**src/rtl/uart_rx_fifo.sv**
```systemverilog
// UART receiver with 16x oversampling, 7/8 data bits, optional even/odd parity,
// and a first-word-fall-through FIFO storing {ferr, perr, data} per frame.
module uart_rx_fifo #(
    parameter int FIFO_DEPTH = 16,
    parameter int DIV_W      = 16
) (
    input  logic                          clk,
    input  logic                          reset,
    input  logic                          rx_in,
    input  logic [DIV_W-1:0]              baud_div,
    input  logic                          bit8,
    input  logic                          parity_en,
    input  logic                          parity_odd,
    input  logic                          rd_en,
    input  logic                          ovr_clr,
    output logic [7:0]                    rd_data,
    output logic                          rd_perr,
    output logic                          rd_ferr,
    output logic                          empty,
    output logic                          full,
    output logic [$clog2(FIFO_DEPTH):0]   level,
    output logic                          overrun,
    output logic                          rx_busy
);
    localparam int AW = $clog2(FIFO_DEPTH);
    localparam int LW = AW + 1;

    typedef enum logic [2:0] {
        S_IDLE,
        S_START,
        S_DATA,
        S_PARITY,
        S_STOP
    } state_t;

    state_t           state_q;
    logic [1:0]       sync_q;
    logic [DIV_W-1:0] div_cnt_q;
    logic [3:0]       os_q;
    logic [2:0]       bit_cnt_q;
    logic [7:0]       data_q;
    logic             perr_q;
    logic             bit8_q;
    logic             par_en_q;
    logic             par_odd_q;
    logic             busy_q;
    logic             push_q;
    logic [9:0]       push_word_q;

    logic rxs;
    logic tick;

    assign rxs  = sync_q[1];
    assign tick = (div_cnt_q == '0);

    always_ff @(posedge clk or posedge reset) begin
        if (reset) begin
            sync_q      <= 2'b11;
            state_q     <= S_IDLE;
            div_cnt_q   <= '0;
            os_q        <= '0;
            bit_cnt_q   <= '0;
            data_q      <= '0;
            perr_q      <= 1'b0;
            bit8_q      <= 1'b0;
            par_en_q    <= 1'b0;
            par_odd_q   <= 1'b0;
            busy_q      <= 1'b0;
            push_q      <= 1'b0;
            push_word_q <= '0;
        end else begin
            sync_q    <= {sync_q[0], rx_in};
            push_q    <= 1'b0;
            div_cnt_q <= tick ? baud_div : div_cnt_q - DIV_W'(1);
            if (tick) begin
                os_q <= os_q + 4'd1;
            end
            case (state_q)
                S_IDLE: begin
                    if (!rxs) begin
                        // Reload aligns the tick phase to the detected start edge.
                        state_q   <= S_START;
                        busy_q    <= 1'b1;
                        div_cnt_q <= baud_div;
                        os_q      <= '0;
                        bit_cnt_q <= '0;
                        data_q    <= '0;
                        perr_q    <= 1'b0;
                        bit8_q    <= bit8;
                        par_en_q  <= parity_en;
                        par_odd_q <= parity_odd;
                    end
                end
                S_START: begin
                    if (tick && os_q == 4'd7) begin
                        os_q <= '0;
                        if (rxs) begin
                            state_q <= S_IDLE;
                            busy_q  <= 1'b0;
                        end else begin
                            state_q   <= S_DATA;
                            bit_cnt_q <= '0;
                        end
                    end
                end
                S_DATA: begin
                    if (tick && os_q == 4'd15) begin
                        os_q              <= '0;
                        data_q[bit_cnt_q] <= rxs;
                        bit_cnt_q         <= bit_cnt_q + 3'd1;
                        // Last index is 7 in 8-bit mode, 6 in 7-bit mode.
                        if (bit_cnt_q == {2'b11, bit8_q}) begin
                            state_q <= par_en_q ? S_PARITY : S_STOP;
                        end
                    end
                end
                S_PARITY: begin
                    if (tick && os_q == 4'd15) begin
                        os_q    <= '0;
                        perr_q  <= (^data_q) ^ rxs ^ par_odd_q;
                        state_q <= S_STOP;
                    end
                end
                S_STOP: begin
                    if (tick && os_q == 4'd15) begin
                        os_q        <= '0;
                        push_q      <= 1'b1;
                        push_word_q <= {~rxs, perr_q, data_q};
                        state_q     <= S_IDLE;
                        busy_q      <= 1'b0;
                    end
                end
                default: begin
                    state_q <= S_IDLE;
                    busy_q  <= 1'b0;
                end
            endcase
        end
    end

    assign rx_busy = busy_q;

    logic [9:0]    mem [FIFO_DEPTH];
    logic [AW-1:0] wr_ptr_q;
    logic [AW-1:0] rd_ptr_q;
    logic [LW-1:0] level_q;
    logic [LW-1:0] level_d;
    logic          overrun_q;
    logic          do_pop;
    logic          do_push;
    logic          ovr_set;
    logic [9:0]    head;

    assign empty   = (level_q == '0);
    assign full    = (level_q == LW'(FIFO_DEPTH));
    assign do_pop  = rd_en && !empty;
    // A pop in the same cycle frees the slot, so a full FIFO still accepts the frame.
    assign do_push = push_q && (!full || do_pop);
    assign ovr_set = push_q && full && !do_pop;

    always_comb begin
        level_d = level_q;
        if (do_push && !do_pop) begin
            level_d = level_q + LW'(1);
        end else if (do_pop && !do_push) begin
            level_d = level_q - LW'(1);
        end
    end

    always_ff @(posedge clk or posedge reset) begin
        if (reset) begin
            wr_ptr_q  <= '0;
            rd_ptr_q  <= '0;
            level_q   <= '0;
            overrun_q <= 1'b0;
        end else begin
            level_q <= level_d;
            if (do_push) begin
                wr_ptr_q <= wr_ptr_q + AW'(1);
            end
            if (do_pop) begin
                rd_ptr_q <= rd_ptr_q + AW'(1);
            end
            if (ovr_set) begin
                overrun_q <= 1'b1;
            end else if (ovr_clr) begin
                overrun_q <= 1'b0;
            end
        end
    end

    always_ff @(posedge clk) begin
        if (do_push) begin
            mem[wr_ptr_q] <= push_word_q;
        end
    end

    assign head    = mem[rd_ptr_q];
    assign rd_data = empty ? 8'h00 : head[7:0];
    assign rd_perr = empty ? 1'b0 : head[8];
    assign rd_ferr = empty ? 1'b0 : head[9];
    assign level   = level_q;
    assign overrun = overrun_q;

endmodule

```
**config.mk**
```make
export PLATFORM = sky130hd
export DESIGN_NAME = uart_rx_fifo
export DESIGN_NICKNAME = d
export VERILOG_FILES = /design/src/rtl/uart_rx_fifo.sv
export SDC_FILE = /design/constraint.sdc
export NUM_CORES = 1
export LEC_CHECK = 0
export ABC_AREA = 0
export BUFFER_PORTS_ARGS = -buffer_cell sky130_fd_sc_hd__buf_2
export CORE_MARGIN = 1
export CORE_UTILIZATION = 55
export DETAILED_ROUTE_END_ITERATION = 8
export HOLD_SLACK_MARGIN = 0.15
export PLACE_DENSITY = 0.71
export SYNTH_ARGS = -nofsm -noshare
export SYNTH_HDL_FRONTEND = slang
export SYNTH_SLANG_ARGS = --single-unit
```
**constraint.sdc**
```tcl
create_clock -name clk -period 3.3 [get_ports clk]
set_input_delay 0.33 -clock clk [delete_from_list [all_inputs] [get_ports clk]]
set_output_delay 0.33 -clock clk [all_outputs]
set_load 0.01 [all_outputs]
```
Word level (Yosys, flattened, before mapping). Memory sizes are Yosys's and may differ from the RTL's. Index checks and enable logic that the tools add are counted. W data, S select, Z words.

ROM bits: 0. Output and inout port bits: 19. Latch bits: 0. Register bits after elaboration: 66. Memory bits (writable): 160. Memories: 1.

Bitwise logic cells: 4. Eq/ne operators: 15. Reductions and logical operators: 32. Divide/modulo/power cells: 0. Add/sub/neg operators: 7. Shift operators: 0. Muxes and demuxes: 46. Magnitude comparators: 2. $mul: 0.

Memory list: mem (depth 16, bits a word 10, read ports 1, clocked after Yosys merged registers in 0, wr ports 1, RTL line 143) `logic [9:0] mem [FIFO_DEPTH];`.

Operators with widths (number): $mux W16 (3); $mux W3 (10); $mux W8 (3); $logic_not A16 Y1 (1); $mux W4 (4); $pmux W8 S2 (1); $sub A16 B1 Y16 const B (1); $mux W1 (15); $pmux W3 S5 (1); $ne A2 B2 Y1 const B (7); $add A4 B1 Y4 const B (3); $pmux W4 S3 (1); $mux W5 (2); $logic_and A1 B1 Y1 (9); $pmux W3 S3 (1); $reduce_and A3 Y1 (3); $bwmux W8 (1); $reduce_bool A2 Y1 (4); $reduce_xor A8 Y1 (1); $eq A3 B2 Y1 const B (2); $reduce_and A6 Y1 (1); $add A5 B1 Y5 const B (1); $eq A5 B5 Y1 const B (1); $logic_not A5 Y1 (1); 23 further kinds (29).

Longest topological paths before layout.
Word-level depth: 9. Mapped depth: 12. Mapped depth without buffers: 12.

Worst setup path after synthesis. Ideal clock, no wire load.

Kind: reg-to-reg. From: reg level_q[0], in the netlist level[0]. To: reg level_q[4], in the netlist level[4]. Path buffers: 0. Arrival time: 2.940 ns. Clock period less this slack: 3.019 ns. Path slack: 0.281 ns. Stages on the path, launching flop included: 13. Cells stage by stage: dfrtp_1 -> nor4_1 -> nand2_1 -> o21ai_0 -> clkinv_1 -> ha_1 -> inv_1 -> ha_1 -> nor2b_1 -> o21a_1 -> or3_1 -> a21oi_1 -> xor2_1.

Cells in the longest elaborated chain, start to end: 8.

Ends and longest elaborated chain: start: declaration (RTL line 146) `logic [LW-1:0] level_q;`; start signal: assignment (RTL line 177) `level_q <= level_d;`; $logic_not A5 Y1 (RTL line 154) `assign empty = (level_q == '0);`; $logic_not A1 Y1 (RTL line 156) `assign do_pop = rd_en && !empty;`; $logic_and A1 B1 Y1 (RTL line 156); $logic_or A1 B1 Y1 (*) (RTL line 158) `assign do_push = push_q && (!full || do_pop);`; $logic_and A1 B1 Y1 (*) (RTL line 158); net do_push (RTL line 150) `logic do_push;`; $logic_not A1 Y1 (RTL line 165) `end else if (do_pop && !do_push) begin`; $logic_and A1 B1 Y1 (RTL line 165); $reduce_bool A2 Y1 (no line).

Mark *: on every way through the listed nets, which the timed path passes. The rest lies on a longest branch. The select of a mux whose other input is x is not followed. A chain may end at the register's enable or synchronous reset.

Worst setup path in the final report.
From: reg rd_ptr_q[0]. To: out rd_data[1].

Cells in the longest elaborated chain, start to end: 2.

Ends and longest elaborated chain: start: declaration (RTL line 145) `logic [AW-1:0] rd_ptr_q;`; start signal: assignment (RTL line 182) `rd_ptr_q <= rd_ptr_q + AW'(1);`; $mem_v2 Z16 W10; $mux W8 (RTL line 199) `assign rd_data = empty ? 8'h00 : head[7:0];`; end: declaration (RTL line 16) `output logic [7:0] rd_data,`.

Every way passes these cells.

==> impl_results.md <==
- Post-synth EDFFs: 160
- Post-Syn Area per Cell: 16.04 sq um
- Largest cells by area after synthesis: edfxtp_1 50%, dfrtp_1 17%, mux4_2 12%, xnor2_1 2.3%, nand2_1 2.1%
- CP top delay family: multiplexers
- CTS clk-pin slew, worst paths: 60 ps
- Count leader, synth: edfxtp_1
- Synth unique cells: 53
- Initial antenna violation count: 0
- Final Skew: just under 10 ps
- Post-CTS Setup Bufs: 0
- CTS Sinks: 226
- Critical path depth: 5
- Max_slew headroom: 28.42%
- Final setup viols: 0
- Clk buf depth: 3
- Leakage power: 4.570 nW
- FF-to-FF path depth: 12
- CP endpoint: rd_data[1]
- Post-cts repair resize count: 0
- CP Capture Type: output pin
- Area share of the largest cell type after synthesis: between 40 and 50%
- Post-Route WL: 18.89 mm
- Synth Area in Compound Gates: between 3 and 4%
- Clk_lat worst skew: approximately 500 ps
- Slew at the pin with the worst max-slew slack: 1064 ps
- Netlist Area Pre-Place: between 9000 and 10,000 sq um
- Avg WL per Cell: slightly above 20 microns
- Largest net degree at the start of global routing: 49
- FF-to-FF Start: level[0]$_DFFE_PP0P_
- Largest family of logic cells by synthesized area: multiplexers
- Gr usage total: about 22%
- Crit path cell chain: buf_4 > mux4_2 > mux4_2 > nor2b_1 > buf_2
- Post-detail-place hpwl: 11.75 mm
- Routability cong.: about 0.83
- Hold crit path type: input port to register
- Reg2reg end: level[4]$_DFFE_PP0P_
- Most frequent cells after synthesis: 160 x edfxtp_1, 64 x dfrtp_1, 54 x nand2_1
- Syn. warnings: 0
- Unrepaired setup endpoints after global routing: false
- Root buffer cell: clkbuf_16
- Outcome: complete, no violations
- Number of global-route vias before repair: about 5,600
- Data arrival, critical path: between 2000 and 3000 ps
- Starting DRT DRC Count: ~330
- Final period utilization: 93.06%
- Die X: 134.5 microns
- Critical Path RT: a little under 3000 ps
- Pwr/cell area: 652.5 nW/um^2
- Remaining antenna violation count: 0
- Crit-path slowest cell: dfrtp_2
- Slew Viols, Final: 0
- Diodes inserted: 0
- Layout overhead on the synthesized area: 16.46%
- CP Class: register to output pin
- Share of the core filled with cells: 65.24%
- H-tree depth: 1
- TritonCTS clock tree: yes
- Met2 Use GR: 39.15%
- Met3 Resource Use GR: under 10%
- Tot Pwr: about 7.3 mW
- Vias per Instance: 5.823
- Share of cells above drive strength 1: 23.92%
- VDD IR max: 0.0004772 V
- Seq cells post-synth: 226
- Vias: approximately 5,400
- CP max stage delay: 660 ps
- Crit path top cell by count: mux4_2
- Area leader, netlist: edfxtp_1
- First-pass iteration count of the detailed router: 4
- Met1 usage: between 20 and 30%
- R2R setup slack: 280 ps
- Die footprint: 18,090 sq um
- Post-Synth Simple-Gate Area: 8.824%
- Sequential fraction of the synthesis area: 66.88%
- Max Cap Viol: 0
- # IOs: 43
- Critical Path Source: rd_ptr_q[0]$_DFFE_PP0N_
- Synth Area in XOR/XNOR: about 3.3%
- Final Critical Period: 3071 ps
- Multiplexer area fraction after synthesis: 14.14%
- Synth Flop Type: edfxtp_1
- Remaining Overflow, GRT: 0
- Startpoint types: register
- Hold Vio Cnt, Final: 0
- Asr flop ratio synth: 29.20%
- Core Area: 17,240 sq um
- Die Ht: 134.5 microns
- Crit Path Max Fanout: 14
- Post-synthesis adder-cell area fraction: roughly 1.9%
- Busiest grt layer: met2
- Final net count: 714
- Worst path bufs/invs: 2
- Syn_nets: 640
- Initial core utilization: 56.02%
- CTS Buf Count: 24
- TNS Setup: 0 ps
- Global-route wire length before repair: 30.59 mm
- Row cnt: 48
- Syn Inst Count: ~600
- Fmax: about 330 MHz
- IO buf count: 42
- DRC: 0
==> what timing repair did <==
item,4_1_cts,5_1_grt
hold buffers,23,0
setup endpoints to repair,0,0
hold endpoints to repair,39,0
==> state kept, by name, summed over array words and instances, names as in the netlist, 2 cells and up <==
name,flops
rd_ptr_q,4
state_q,3
os_q,4
wr_ptr_q,4
bit_cnt_q,3
sync_q,2
level,5
push_word_q,10
data_q,8
div_cnt_q,16
mem,160
==> stage by stage <==
step / hold WS, ps / setup slack (ps) / instance area, sq um / cells
floorplan: 334.5 / 281.1 / 9657 / 602
global placement: 335.1 / 356.5 / 10140 / 852
detailed placement: 349.8 / 314.4 / 10140 / 852
CTS: 261.4 / 182.8 / 11250 / 919
global route: 318.6 / 4.277 / 11250 / 919
finish: 274.5 / 228.9 / 11250 / 919
==> cells by family after synthesis <==
family,Yosys count
muxes,70
and+or+nand+nor,159
xor gates and xnor gates,36
adders and majority gates,14
AOI/OAI and AO/OA,50
buffers and inverters,47
DFF,226
==> placed cells by master (no fill, tap or decap), types with 5 or more instances in the layout <==
cell / synthesis / final
ha_1: 13 / 13
mux2_4: 7 / 7
and2_1: 16 / 16
a21oi_1: 7 / 7
bufinv_16: 0 / 5
nand3_1: 7 / 7
nor2_1: 19 / 19
edfxtp_1: 160 / 160
inv_1: 16 / 15
dfrtp_1: 64 / 63
mux2i_1: 10 / 10
nand2_1: 54 / 54
buf_4: 2 / 10
nand4_1: 7 / 7
nor4_1: 7 / 7
xnor2_1: 25 / 25
nor3_1: 7 / 7
nor2b_1: 15 / 15
dlygate4sd3_1: 0 / 23
clkbuf_16: 0 / 25
xor2_1: 11 / 11
buf_2: 6 / 42
o21ai_0: 27 / 27
clkinv_1: 2 / 5
mux4_2: 50 / 50
==> worst min-delay path by stage <==
stage / end / cells after the start / slack, ps / from
final: rd_ptr_q[1]$_DFFE_PP0N_ / 4 / 270 / rd_en
after detailed placement: div_cnt_q[8]$_DFF_PP0_ / 2 / 350 / reset
after floorplan: sync_q[0]$_DFF_PP1_ / 0 / 330 / rx_in
after CTS: rd_ptr_q[1]$_DFFE_PP0N_ / 4 / 260 / rd_en
after global routing: rd_ptr_q[1]$_DFFE_PP0N_ / 4 / 320 / rd_en
after global placement: div_cnt_q[9]$_DFF_PP0_ / 2 / 340 / reset
==> where the power goes <==
group	switching, mW	total, mW	leakage [nW]	internal [mW]
logic	0.498	1.04	1.45	0.538
clock network	1.08	2.90	0.429	1.82
registers	0.260	3.40	2.69	3.14
==> worst register-to-register path: stages, from the launching register on <==
cell	delay [ps]
dfrtp_1	430
nor4_1	400
nand2_1	140
o21ai_0	240
clkinv_1	120
ha_1	260
inv_1	140
ha_1	260
nor2b_1	140
o21a_1	170
or3_1	310
a21oi_1	180
xor2_1	160
==> layout make-up <==
type                       count  area (sq um)
clock buffer                  28         656.9
tap                          225         281.5
sequential                   226          6460
multi-input combinational    329          3007
clock inverter                16         217.7
fill                        1152          5991
inverter                      18         67.56
timing repair buffer          77         555.5
==> per-layer routing <==
| metal | up-vias | part of all wire [%] |
|---|---|---|
| met2 | 135 | 53 |
| met4 | 0 | 1.8 |
| li1 | 2434 | - |
| met5 | - | 0 |
| met3 | 31 | 4.4 |
| met1 | 2751 | 41 |
(Power assumes the default switching activity.)
